--- src/rtl/fetch_stage_pkg.sv ---
// Shared fetch/decode definitions: reset defaults, instruction width and the IF/ID bundle.
package fetch_stage_pkg;

    localparam int unsigned INSTR_WIDTH      = 32;
    localparam logic [31:0] DEFAULT_RESET_PC = 32'h0000_0000;
    localparam logic [31:0] DEFAULT_NOP_WORD = 32'h0000_0000;

    typedef struct packed {
        logic [31:0]            pc;
        logic [INSTR_WIDTH-1:0] instruction;
        logic                   valid;
    } if_id_t;

endpackage

--- src/rtl/fetch_stage_pc_register.sv ---
// 32-bit program counter register with synchronous reset and load enable.
module fetch_stage_pc_register #(
    parameter logic [31:0] ResetValue = 32'h0000_0000
) (
    input  logic        clk_i,
    input  logic        rst_i,
    input  logic        load_en_i,
    input  logic [31:0] load_value_i,
    output logic [31:0] pc_o
);

    logic [31:0] pc_q;

    always_ff @(posedge clk_i) begin
        if (rst_i) begin
            pc_q <= ResetValue;
        end else if (load_en_i) begin
            pc_q <= load_value_i;
        end
    end

    assign pc_o = pc_q;

endmodule

--- src/rtl/fetch_stage.sv ---
// Instruction-fetch stage: PC, IF/ID pipeline register, branch/freeze/flush control, fetch counter.
module fetch_stage
    import fetch_stage_pkg::*;
#(
    parameter logic [31:0] RESET_PC = DEFAULT_RESET_PC,
    parameter logic [31:0] NOP_WORD = DEFAULT_NOP_WORD
) (
    input  logic        clk,
    input  logic        rst,
    input  logic        freeze,
    input  logic        branch_taken,
    input  logic [31:0] branch_address,
    input  logic        flush,
    output logic [31:0] imem_address,
    input  logic [31:0] imem_instruction,
    output logic [31:0] id_pc,
    output logic [31:0] id_instruction,
    output logic        id_valid,
    output logic [31:0] fetch_count
);

    logic [31:0] pc;
    logic [31:0] pc_plus4;
    logic [31:0] pc_next;
    logic        pc_load;
    if_id_t      if_id_q, if_id_d, if_id_bubble;
    logic [31:0] fetch_count_q, fetch_count_d;

    fetch_stage_pc_register #(
        .ResetValue(RESET_PC)
    ) u_pc_register (
        .clk_i       (clk),
        .rst_i       (rst),
        .load_en_i   (pc_load),
        .load_value_i(pc_next),
        .pc_o        (pc)
    );

    assign pc_plus4     = pc + 32'd4;
    assign if_id_bubble = '{pc: 32'd0, instruction: NOP_WORD, valid: 1'b0};

    // Branch beats freeze; flush only ever clears IF/ID, it never touches the PC.
    always_comb begin
        pc_load       = 1'b1;
        pc_next       = pc_plus4;
        if_id_d       = if_id_q;
        fetch_count_d = fetch_count_q;
        if (branch_taken) begin
            pc_next = {branch_address[31:2], 2'b00};
            if_id_d = if_id_bubble;
        end else if (freeze) begin
            pc_load = 1'b0;
            if (flush) begin
                if_id_d = if_id_bubble;
            end
        end else if (flush) begin
            if_id_d = if_id_bubble;
        end else begin
            if_id_d       = '{pc: pc_plus4, instruction: imem_instruction, valid: 1'b1};
            fetch_count_d = fetch_count_q + 32'd1;
        end
    end

    always_ff @(posedge clk) begin
        if (rst) begin
            if_id_q       <= if_id_bubble;
            fetch_count_q <= 32'd0;
        end else begin
            if_id_q       <= if_id_d;
            fetch_count_q <= fetch_count_d;
        end
    end

    assign imem_address   = pc;
    assign id_pc          = if_id_q.pc;
    assign id_instruction = if_id_q.instruction;
    assign id_valid       = if_id_q.valid;
    assign fetch_count    = fetch_count_q;

endmodule

--- config.mk ---
export PLATFORM = sky130hd
export DESIGN_NAME = fetch_stage
export DESIGN_NICKNAME = d
export VERILOG_FILES = /design/src/rtl/fetch_stage_pkg.sv /design/src/rtl/fetch_stage_pc_register.sv /design/src/rtl/fetch_stage.sv
export SDC_FILE = /design/constraint.sdc
export NUM_CORES = 1
export LEC_CHECK = 0
export CORE_UTILIZATION = 30
export DETAILED_ROUTE_END_ITERATION = 6
export PLACE_DENSITY = 0.53
export SYNTH_ARGS = -nofsm -noshare
export SYNTH_HDL_FRONTEND = slang
export SYNTH_SLANG_ARGS = --single-unit
export TNS_END_PERCENT = 10
--- constraint.sdc ---
create_clock -name clk -period 2.93 [get_ports clk]
set_input_delay 0.586 -clock clk [delete_from_list [all_inputs] [get_ports clk]]
set_output_delay 0.586 -clock clk [all_outputs]
set_load 0.05 [all_outputs]
# Yosys cells after proc, flatten, opt, wreduce, memory -nomap -nowiden
# Cells that the tools add are included.
[word_totals]
word_cells = 19
in_bits = 69
regBits = 129
out_inout_bits = 129
[classes]
n_reduce_logical = 2
n_eq_ne = 1
bitwise_logic = 3
n_mux = 6
addsub = 2
[op_table]
columns = ["cell", "n"]
rows = [
  ["65-bit two-way mux", 3],
  ["32-bit by 1-bit adder with 32-bit output (second input constant)", 1],
  ["32-bit by 3-bit adder with 32-bit output (second input constant)", 1],
  ["32-bit two-way mux", 1],
  ["1-bit NOT", 3],
  ["3-bit AND reduction", 1],
  ["1-bit two-way mux", 2],
  ["2-bit by 1-bit != test with 1-bit output (second input constant)", 1],
  ["2-bit OR reduction", 1],
]

# Logic depth before layout (Yosys ltp)
[logic_depth]
depth_word = 3
ltp_mapped = 7
depth_no_buf = 5

# Cells and area by module
# Synthesis repeated with hierarchy kept, for this count alone.
[unflattened]
hier_cells = 663
area_unflattened_um2 = 6055.8
[by_module_without_submodules]
columns = ["mod", "area_each_um2", "cells_each", "seq_area_each_um2", "n_inst"]
rows = [
  ["fetch_stage", 4892.2, 560, 1941.9, 1],
  ["fetch_stage_pc_register", 1163.6, 103, 640.6, 1],
]

# Worst setup path after synthesis
# Ideal clock, no wire load.
[synth_path]
kind = "register -> register"
from = "register u_pc_register.pc_q[2] (netlist: u_pc_register.pc_o[2])"
to = "register u_pc_register.pc_q[16] (netlist: u_pc_register.pc_o[16])"
synth_period_minus_slack_ps = 2576
path_buffers = 1
arrival_time_ps = 2485
setup_ps = 91
stages_incl_launch_ff = 7
path_slack_ps = 354
required_ps = 2839
cell_sequence = "dfxtp_1 > ha_1 > nand3_1 > or4_1 > buf_2 > or4_1 > a311oi_1"
[synth_between]
elab_chain_len = 2
[synth_rtl]
columns = ["item", "line_no", "rtl"]
rows = [
  ["start, declared", "fetch_stage_pc_register.sv:12", "logic [31:0] pc_q;"],
  ["start signal, assigned", "fetch_stage_pc_register.sv:16", "pc_q <= ResetValue;"],
  ["start signal, assigned", "fetch_stage_pc_register.sv:18", "pc_q <= load_value_i;"],
  ["32-bit by 3-bit adder with 32-bit output", "fetch_stage.sv:39", "assign pc_plus4 = pc + 32'd4;"],
  ["32-bit two-way mux", "fetch_stage.sv:48", "if (branch_taken) begin"],
]
# Every way passes these cells.
# A chain may end at the register's enable or synchronous reset.

# Final worst setup path
[layout_path]
from = "register u_pc_register.pc_q[3] (netlist: u_pc_register.pc_o[3])"
to = "register u_pc_register.pc_q[30] (netlist: u_pc_register.pc_o[30])"
# The elaborated chain is that of the path after synthesis.

==> flow_summary.yaml <==
timing:
  fmax_mhz: 401.1
  clock_skew_ns: 0.006613
  setup_violations: 0
  finalHoldViolations: 0
  whs_ns: 0.4516
  finalWorstSetupSlack_ns: 0.4366
  period_share_pct: 85.10
  worst_pin_slew_ns: 0.6329
  rsz0062_at_grt: "false"
  max-slew-margin-rel_pct: 57.42
  min_period_ns: 2.493
  tns_ns: 0
  slew_violations: 0
floorplan:
  io_pins: 198
  rows: 51
  die_height_um: 144.8
  die_area_mm2: 0.02096
  core-area_mm2: 0.01972
  die_w_um: 144.8
  start_util_pct: 31.02
clocking:
  h-tree-depth: 4
  cts_tree: "built"
  cts_setup_buffers: 0
  clk_pin_slew_ns: 0.06
  cts_sinks: 126
  root_buffer: "clkbuf_16"
  clk_latency_ns: 0.41
  cts_resized: 0
  clockBufferDepth: 2
  hold_buffers: 0
  cts_made_buffers: 17
route:
  drt_iter0_markers: 350
  vias: 5940
  ant_nets: 0
  wirelength_um: 20400
  vias_per_cell: 5.038
  route.detailed.drc: 0
  detail_route.wl_per_cell_um: 17.30
  dr.pass1.iters: 5
global_route:
  grt_max_degree: 58
  gr-total-overflow: 0
  track_usage_pct: 19.50
  grt_first_pass_wirelength_um: 31350
  use_met1_pct: 27.34
  met3_usage_pct: 3.587
  grt_pass1_vias: 5487
  antenna_found_initial: 0
  grt_use_met2_pct: 29.81
  busiest_layer: "met2"
power_and_ir_drop:
  power.density_mw_per_mm2: 503.0
  power.leakage_nw: 3.131
  total_power_mw: 4.504
  ir_worst_vdd_mv: 0.4133
synth:
  yosys_warnings: 0
  postSynthCellCount: 719
  async_flop_share_pct: 0
  syn_avg_cell_area_um2: 8.506
  ys_seq_area_share_pct: 41.24
  synth_cell_types: 58
  ys.flop_type: "dfxtp_1"
  netlist_area_mm2: 0.006116
  synth-seq-cells: 126
  synth_edf_count: 0
layout:
  final_cell_area_mm2: 0.008955
  nets: 972
  antenna_cells: 0
  drive_gt1_share_pct: 8.206
  area_delta_synth_final_pct: 46.42
  nFillCells: 1927
critical_path:
  crit_path_end_kind: "register"
  arrival_ns: 2.82
  path_class: "register to register"
  worstPathMaxFanout: 10
  cp.required_ns: 3.25
  cp-start-kind: "register"
place:
  portBuffers: 193
  dpl_cell_area_mm2: 0.008369
  dp_slack_ns: 0.2271
  place.gp.congestion: 0.7672
  dpl.hpwl_um: 14450
run:
  maxCapViolCount: 0
worst_hold_path:
  holdCritPathClass: "register to register"
outcome:
  status: "completed"
## layout by cell type (no fill, tap or decap), types with 10 or more instances in the layout
| cell type | synthesis | layout |
|---|---|---|
| or4_1 | 26 | 26 |
| a311oi_1 | 14 | 14 |
| nor2_1 | 95 | 95 |
| a211oi_1 | 12 | 12 |
| o31ai_1 | 15 | 15 |
| mux2i_1 | 34 | 34 |
| nor4_1 | 12 | 11 |
| or3_1 | 12 | 12 |
| clkdlybuf4s50_1 | 0 | 191 |
| nand4_1 | 23 | 23 |
| xnor2_1 | 24 | 24 |
| a21oi_1 | 31 | 31 |
| and4_1 | 11 | 11 |
| buf_4 | 3 | 26 |
| nand2_1 | 43 | 43 |
| inv_1 | 10 | 10 |
| o21ai_0 | 21 | 21 |
| nor2b_1 | 11 | 11 |
| nor3_1 | 23 | 23 |
| nand3_1 | 35 | 35 |
| and3_1 | 11 | 11 |
| dfxtp_1 | 126 | 126 |
| clkbuf_16 | 0 | 17 |
## power by group
part / internal [mW] / leakage, nW / switching (mW) / total [mW]
clock network: 1.31 / 0.281 / 0.796 / 2.11
logic: 0.235 / 1.83 / 0.332 / 0.568
registers: 1.76 / 1.02 / 0.0705 / 1.83
## cell usage after synthesis, drive strengths merged (12+ instances only)
| cell | count | area [µm²] |
|---|---|---|
| buf | 20 | 97.59 |
| or3 | 12 | 75.07 |
| or4 | 27 | 206.5 |
| nand2 | 43 | 161.4 |
| nor4 | 13 | 87.58 |
| clkbuf | 38 | 142.6 |
| a21oi | 31 | 155.2 |
| nand4 | 25 | 177.7 |
| mux2i | 34 | 340.3 |
| o21ai | 21 | 105.1 |
| xnor2 | 24 | 210.2 |
| nand3 | 35 | 175.2 |
| a311oi | 14 | 122.6 |
| a211oi | 12 | 90.09 |
| nor3 | 24 | 125.1 |
| o31ai | 15 | 112.6 |
| nor2 | 95 | 356.6 |
| dfxtp | 126 | 2522 |
## flip-flops by register name, summed over array words and instances, names as in the netlist
register            count
fetch_count            32
id_instruction         32
id_pc                  31
u_pc_register.pc_o     30
id_valid                1
## worst max-delay path: stages (launching register included)
cell and delay, ns:
dfxtp_1 0.43, ha_1 0.27, nand3_1 0.19, or4_1 0.75
or4_1 0.53, a311oi_1 0.24
## final timing paths
path	startpoint	depth (start not counted)	endpoint	slack, ns
worst max register to register	u_pc_register.pc_o[3]	5	u_pc_register.pc_o[30]	0.44
worst min register to register	id_pc[8]	2	id_pc[8]	0.45
worst max-delay path	u_pc_register.pc_o[3]	5	u_pc_register.pc_o[30]	0.44
worst min-delay path	id_pc[8]	2	id_pc[8]	0.45
## layout make-up
cell class / instances / area, µm² / share of cell area, %
Tap cell: 265 / 331.6 / 3.703
Multi-Input combinational cell: 525 / 3322 / 37.10
Timing Repair Buffer: 220 / 2152 / 24.03
Clock inverter: 11 / 115.1 / 1.285
Inverter: 11 / 41.29 / 0.4611
Clock buffer: 21 / 470.5 / 5.254
Sequential cell: 126 / 2522 / 28.17
## logic make-up after synthesis
family / Yosys count / share of synthesized area, %
AOI/OAI and AO/OA: 124 / 14.01
xor gates and xnor gates: 29 / 4.153
adders and majority gates: 2 / 0.4091
buffers and inverters: 69 / 4.603
DFF: 126 / 41.24
muxes: 41 / 6.854
other: 1 / 0.06132
and+or+nand+nor: 327 / 28.66
## metal layers
layer  up-vias  share of wire [%]
met4         0                1.3
met1      2762                 48
li1       3008                  -
met2       155                 45
met3        15                4.7
met5         -                  0
## stage by stage
step,cells,util [%]
2_1_floorplan,720,-
3_3_place_gp,1147,42.45
3_5_place_dp,1147,42.45
4_1_cts,1179,45.42
5_1_grt,1179,45.42
6_report,1179,45.42
Power figures use the tool's default switching activity.
